==> src/rtl/delay_pkg.sv <==
// Shared types and helpers for the fixed-latency delay line and its flow controller.
package delay_pkg;

  typedef enum logic [1:0] {
    IDLE   = 2'd0,
    ACTIVE = 2'd1,
    DRAIN  = 2'd2
  } flow_state_t;

  function automatic int cnt_width(input int cycles);
    return $clog2(cycles + 1);
  endfunction

endpackage

==> src/rtl/delay.sv <==
// Fixed-latency data delay line: CYCLES register stages advancing together on en.
module delay #(
  parameter int WIDTH  = 8,
  parameter int CYCLES = 4
) (
  input  logic             clk,
  input  logic             rst,
  input  logic             en,
  input  logic [WIDTH-1:0] d,
  output logic [WIDTH-1:0] q
);

  logic [WIDTH-1:0] stage_q [CYCLES];

  genvar gi;
  generate
    for (gi = 0; gi < CYCLES; gi++) begin : g_stage
      logic [WIDTH-1:0] data_reg;
      logic [WIDTH-1:0] data_next;

      if (gi == 0) begin : g_first
        assign data_next = d;
      end else begin : g_rest
        assign data_next = stage_q[gi-1];
      end

      always_ff @(posedge clk) begin
        if (rst) begin
          data_reg <= '0;
        end else if (en) begin
          data_reg <= data_next;
        end
      end

      assign stage_q[gi] = data_reg;
    end
  endgenerate

  assign q = stage_q[CYCLES-1];

endmodule

==> src/rtl/delay_flow_ctrl.sv <==
// Valid/ready wrapper around a fixed-latency delay line: per-stage valid bits,
// global stall, occupancy count, and flush/drain sequencing.
module delay_flow_ctrl
  import delay_pkg::*;
#(
  parameter  int CYCLES = 4,
  parameter  int WIDTH  = 8,
  localparam int CW     = cnt_width(CYCLES)
) (
  input  logic             clk,
  input  logic             rst,
  input  logic             in_valid,
  input  logic [WIDTH-1:0] in_data,
  output logic             in_ready,
  output logic             out_valid,
  output logic [WIDTH-1:0] out_data,
  input  logic             out_ready,
  input  logic             flush,
  input  logic             drain_req,
  output logic             drain_done,
  output logic [CW-1:0]    count,
  output logic             busy
);

  flow_state_t      state_reg, state_next;
  logic [CYCLES:1]  v_reg, v_next;
  logic [CW-1:0]    count_reg, count_next;
  logic             drain_done_reg, drain_done_next;
  logic             en;
  logic             accept;
  logic             deliver;

  // Whole pipe stalls only when the last stage is full and the consumer refuses it.
  assign en      = !v_reg[CYCLES] || out_ready;
  assign accept  = in_valid && in_ready;
  assign deliver = v_reg[CYCLES] && out_ready;

  delay #(
    .WIDTH (WIDTH),
    .CYCLES(CYCLES)
  ) u_delay (
    .clk(clk),
    .rst(1'b0),
    .en (en),
    .d  (in_data),
    .q  (out_data)
  );

  always_comb begin
    v_next     = v_reg;
    count_next = count_reg + CW'(accept) - CW'(deliver);
    if (en) begin
      v_next[1] = accept;
      for (int i = 2; i <= CYCLES; i++) begin
        v_next[i] = v_reg[i-1];
      end
    end
    if (flush) begin
      v_next     = '0;
      count_next = '0;
    end
  end

  // State register
  always_ff @(posedge clk) begin
    if (rst) begin
      state_reg      <= IDLE;
      v_reg          <= '0;
      count_reg      <= '0;
      drain_done_reg <= 1'b0;
    end else begin
      state_reg      <= state_next;
      v_reg          <= v_next;
      count_reg      <= count_next;
      drain_done_reg <= drain_done_next;
    end
  end

  // Next-state logic; flush overrides everything and aborts a drain silently.
  always_comb begin
    state_next      = state_reg;
    drain_done_next = 1'b0;
    case (state_reg)
      IDLE: begin
        if (drain_req)   state_next = DRAIN;
        else if (accept) state_next = ACTIVE;
      end
      ACTIVE: begin
        if (drain_req)             state_next = DRAIN;
        else if (count_next == '0) state_next = IDLE;
      end
      DRAIN: begin
        if (count_reg == '0) begin
          state_next      = IDLE;
          drain_done_next = 1'b1;
        end
      end
      default: state_next = IDLE;
    endcase
    if (flush) begin
      state_next      = IDLE;
      drain_done_next = 1'b0;
    end
  end

  // Output logic
  always_comb begin
    in_ready = en && (state_reg != DRAIN) && !flush && !rst;
    busy     = (state_reg != IDLE) || (count_reg != '0);
  end

  assign out_valid  = v_reg[CYCLES];
  assign count      = count_reg;
  assign drain_done = drain_done_reg;

endmodule
==> config.mk <==
export PLATFORM = sky130hd
export DESIGN_NAME = delay_flow_ctrl
export DESIGN_NICKNAME = d
export VERILOG_FILES = /design/src/rtl/delay_pkg.sv /design/src/rtl/delay.sv /design/src/rtl/delay_flow_ctrl.sv
export SDC_FILE = /design/constraint.sdc
export NUM_CORES = 1
export LEC_CHECK = 0
export BUFFER_PORTS_ARGS = -buffer_cell sky130_fd_sc_hd__buf_4
export CORE_ASPECT_RATIO = 1.75
export CORE_UTILIZATION = 30
export DETAILED_ROUTE_END_ITERATION = 10
export GPL_TIMING_DRIVEN = 0
export PLACE_DENSITY = 0.61
export SLEW_MARGIN = 5
export SYNTH_ARGS = -nofsm -noshare
export SYNTH_HDL_FRONTEND = slang
export SYNTH_SLANG_ARGS = --single-unit
==> constraint.sdc <==
create_clock -name clk -period 8.2 [get_ports clk]
set_clock_uncertainty 0.05 [all_clocks]
set_input_delay 0 -clock clk [delete_from_list [all_inputs] [get_ports clk]]
set_output_delay 0 -clock clk [all_outputs]
set_load 0.005 [all_outputs]
==> results by group <==
Pwr
  • P_leak: ~0.00077 uW
  • PD cells: 202 nW/um2
  • Peak supply drop: 0.151 mV

Floorplan
  • Die height: roughly 90 um
  • Effective utilization at floorplan: 0.318
  • Core Region: between 4000 and 5000 um2
  • I/O pin count: 29
  • DIE AREA: ~5000 um2
  • Row count: 32
  • Die Width: roughly 54 um

Place
  • RD Place Congestion: 0.692
  • Placed Area: ~1700 um2
  • # port buffers: 28
  • DP Wirelength: 1390 um

Critical path
  • CP startpoint kind: flip-flop
  • Flop-to-flop setup slack: between 4 and 5 ns
  • Crit Path Class: flip-flop to flip-flop
  • CP startpoint: v_reg[4]$_SDFFE_PP0N_
  • Worst path cell trace: nor2b_1, clkinv_1, nand4_1, ha_1, inv_1, ha_1, inv_1, fa_1, xor2_1, xnor2_1, a311oi_1
  • Crit path to: state_reg[0]$_SDFFE_PP0P_
  • Worst r2r dst: state_reg[0]$_SDFFE_PP0P_
  • Worst path top cell family by delay: buffers and inverters
  • Required time worst endpoint: 8.35 ns
  • Bufs and invs on worst path: 3
  • Slowest CP cell: clkinv_1
  • CP max stage delay: 1.00 ns
  • R2R depth: 11
  • Origin of the critical flop-to-flop path: v_reg[4]$_SDFFE_PP0N_
  • Crit path depth: 11
  • Worst-path maximum fanout: 37
  • Arr. time, crit path: between 3 and 4 ns
  • Worst setup EP type: flip-flop

CTS
  • Postcts setup bufs: 0
  • CTS Buf Count: 5
  • Max clock buf depth: 2
  • Clock-pin slew on the worst setup and hold paths: about 0.08 ns
  • CTS tree: yes
  • H-tree depth: 2
  • CTS root buf: clkbuf_8
  • Worst-Skew Late Latency: 0.29 ns
  • Number of clock sinks: 42
  • # hold bufs at CTS: 14
  • Post-CTS sizing: 0

Global route
  • Global route overflow: 0
  • Vias in the first global route: ~870
  • Total GRT Usage: 0.103
  • Grt peak-use layer: met2
  • Grt met2 use: 0.181
  • Met3 usage: 0.0460
  • Initial antenna violation count: 0
  • Pin count of the biggest net entering global routing: 38
  • First-pass GRT wire length: about 3600 um
  • GR met1 Demand/Resource: 0.0969

STA
  • RSZ-0062 raised after global routing: no
  • Setup TNS: 0 ns
  • Period minus WS final: roughly 3.8 ns
  • Fin crit share: 0.465
  • Worst-margin pin slew: between 1 and 1.5 ns
  • Final Hold Viols: 0
  • Slew HR: 0.226
  • Fmax: approximately 260 MHz
  • Pins Over Slew Limit: 0
  • # setup viols final: 0

Cells and area
  • Filler cells: around 400
  • Multi-input logic area: between 200 and 250 um2
  • Final Cell Area: around 1900 um2
  • Fin nets: between 100 and 150
  • Max reg flops: 24
  • Share of cells above drive strength 1: 0.263
  • Antenna cells: 0
  • Layout area overhead: 35.4%
  • FF/Latch Area: between 1000 and 1500 um2

Logic synthesis
  • Mapped Area: ~1400 um2
  • FF+latch count, synth: 42
  • Sequential area share after synthesis: 0.823
  • Yosys warning count: 0
  • Distinct cell type count after synthesis: 20
  • Mean post-synth cell area: 17.0 um2
  • Net Count, Synth: 100
  • Cells after synthesis: just over 80

Route
  • Initial detailed-routing violation count: 12
  • Residual DRC count: 0
  • DR vias/cell: between 4 and 5
  • Post-Route WL: between 2000 and 2500 um
  • DR WL/cell: roughly 12 um
  • Vias: between 800 and 900
  • Routed Antenna Nets: 0
  • Drt pass-1 iters: 4

Run
  • Max cap viols: 0

Hold path
  • Worst hold-check path type: input port to flip-flop

Status
  • Status: complete, no violations
[cell usage after synthesis]
cell / count / share of area
nand2b_1: 1 / 0.0044
or2_1: 1 / 0.0044
a21oi_1: 5 / 0.018
ha_1: 2 / 0.018
inv_1: 3 / 0.0080
xnor2_1: 1 / 0.0062
nor3_1: 2 / 0.0071
nand4_1: 1 / 0.0044
nor2b_1: 4 / 0.018
nor2_1: 6 / 0.016
xor2_1: 1 / 0.0062
nand3_1: 1 / 0.0035
dfxtp_1: 10 / 0.14
and2_1: 2 / 0.0089
or3_1: 3 / 0.013
a311oi_1: 1 / 0.0062
buf_6: 1 / 0.0080
edfxtp_1: 32 / 0.68
nand2_1: 5 / 0.013
fa_1: 1 / 0.014
[logic make-up after synthesis]
| kind of cell | Yosys count | share of synthesized area |
|---|---|---|
| compound gates | 6 | 0.0239 |
| xor+xnor | 2 | 0.0124 |
| flops | 42 | 0.823 |
| buf+inv | 4 | 0.0160 |
| fa+ha+maj | 3 | 0.0319 |
| simple gates | 26 | 0.0931 |
[power breakdown]
part           internal, uW  leakage [uW]  switching [uW]
clock network          60.1     0.0000432            66.2
registers               237      0.000420            2.56
logic                  13.9      0.000308            6.29
total                   311      0.000772            75.0
[metal layers]
| metal | wire (um) | vias to the layer above |
|---|---|---|
| li1 | - | 397 |
| met1 | 744 | 387 |
| met2 | 1200 | 43 |
| met5 | 0 | - |
| met4 | 38 | 0 |
| met3 | 145 | 3 |
[through the flow]
step	instances	total power, uW	hold slack, ns	worst slack [ns]	utilization
floorplan	83	249	0.0489	5.28	-
global placement	162	259	0.129	4.97	0.379
detailed placement	162	260	0.133	4.80	0.379
CTS	184	391	0.0768	4.77	0.430
global route	184	403	0.0781	3.92	0.430
finish	184	386	0.0689	4.39	0.430
[worst min path at each step]
stage                     startpoint                                       end  cells past startpoint
after floorplan           in_data[0]  u_delay.g_stage[0].data_reg[0]$_DFFE_PN_                      0
after global placement    in_data[7]  u_delay.g_stage[0].data_reg[7]$_DFFE_PN_                      1
after detailed placement  in_data[6]  u_delay.g_stage[0].data_reg[6]$_DFFE_PN_                      1
after CTS                      flush                       count[1]$_SDFF_PP0_                      4
after global routing           flush                       count[1]$_SDFF_PP0_                      4
final                          flush                       count[1]$_SDFF_PP0_                      4
[placed cells by master (no fill, tap or decap)]
cell            n
edfxtp_1       32
nand4_1         1
nor3_1          2
or3_1           3
or2_1           1
fa_1            1
dfxtp_1        10
nor2_1          6
xnor2_1         1
ha_1            2
a311oi_1        1
nor2b_1         4
buf_4          28
clkbuf_8        5
clkbuf_1        1
and2_1          2
a21oi_1         5
inv_6           1
nand2b_1        1
inv_1           2
xor2_1          1
dlygate4sd3_1  14
buf_6           1
clkinv_1        2
nand2_1         5
nand3_1         1
[worst min-delay path, cell delays in order]
cell and delay [ns]:
buf_4 0.08, or2_1 0.11, buf_6 0.14, nor2_1 0.04
[area by class of cell]
class	instances	area share
Timing Repair Buffer	42	0.183
Buffer	1	0.00589
Clock inverter	2	0.00655
Inverter	3	0.00589
Multi-Input combinational cell	37	0.119
Tap cell	51	0.0334
Clock buffer	6	0.0380
Sequential cell	42	0.608
Power figures use the tool's default switching activity.
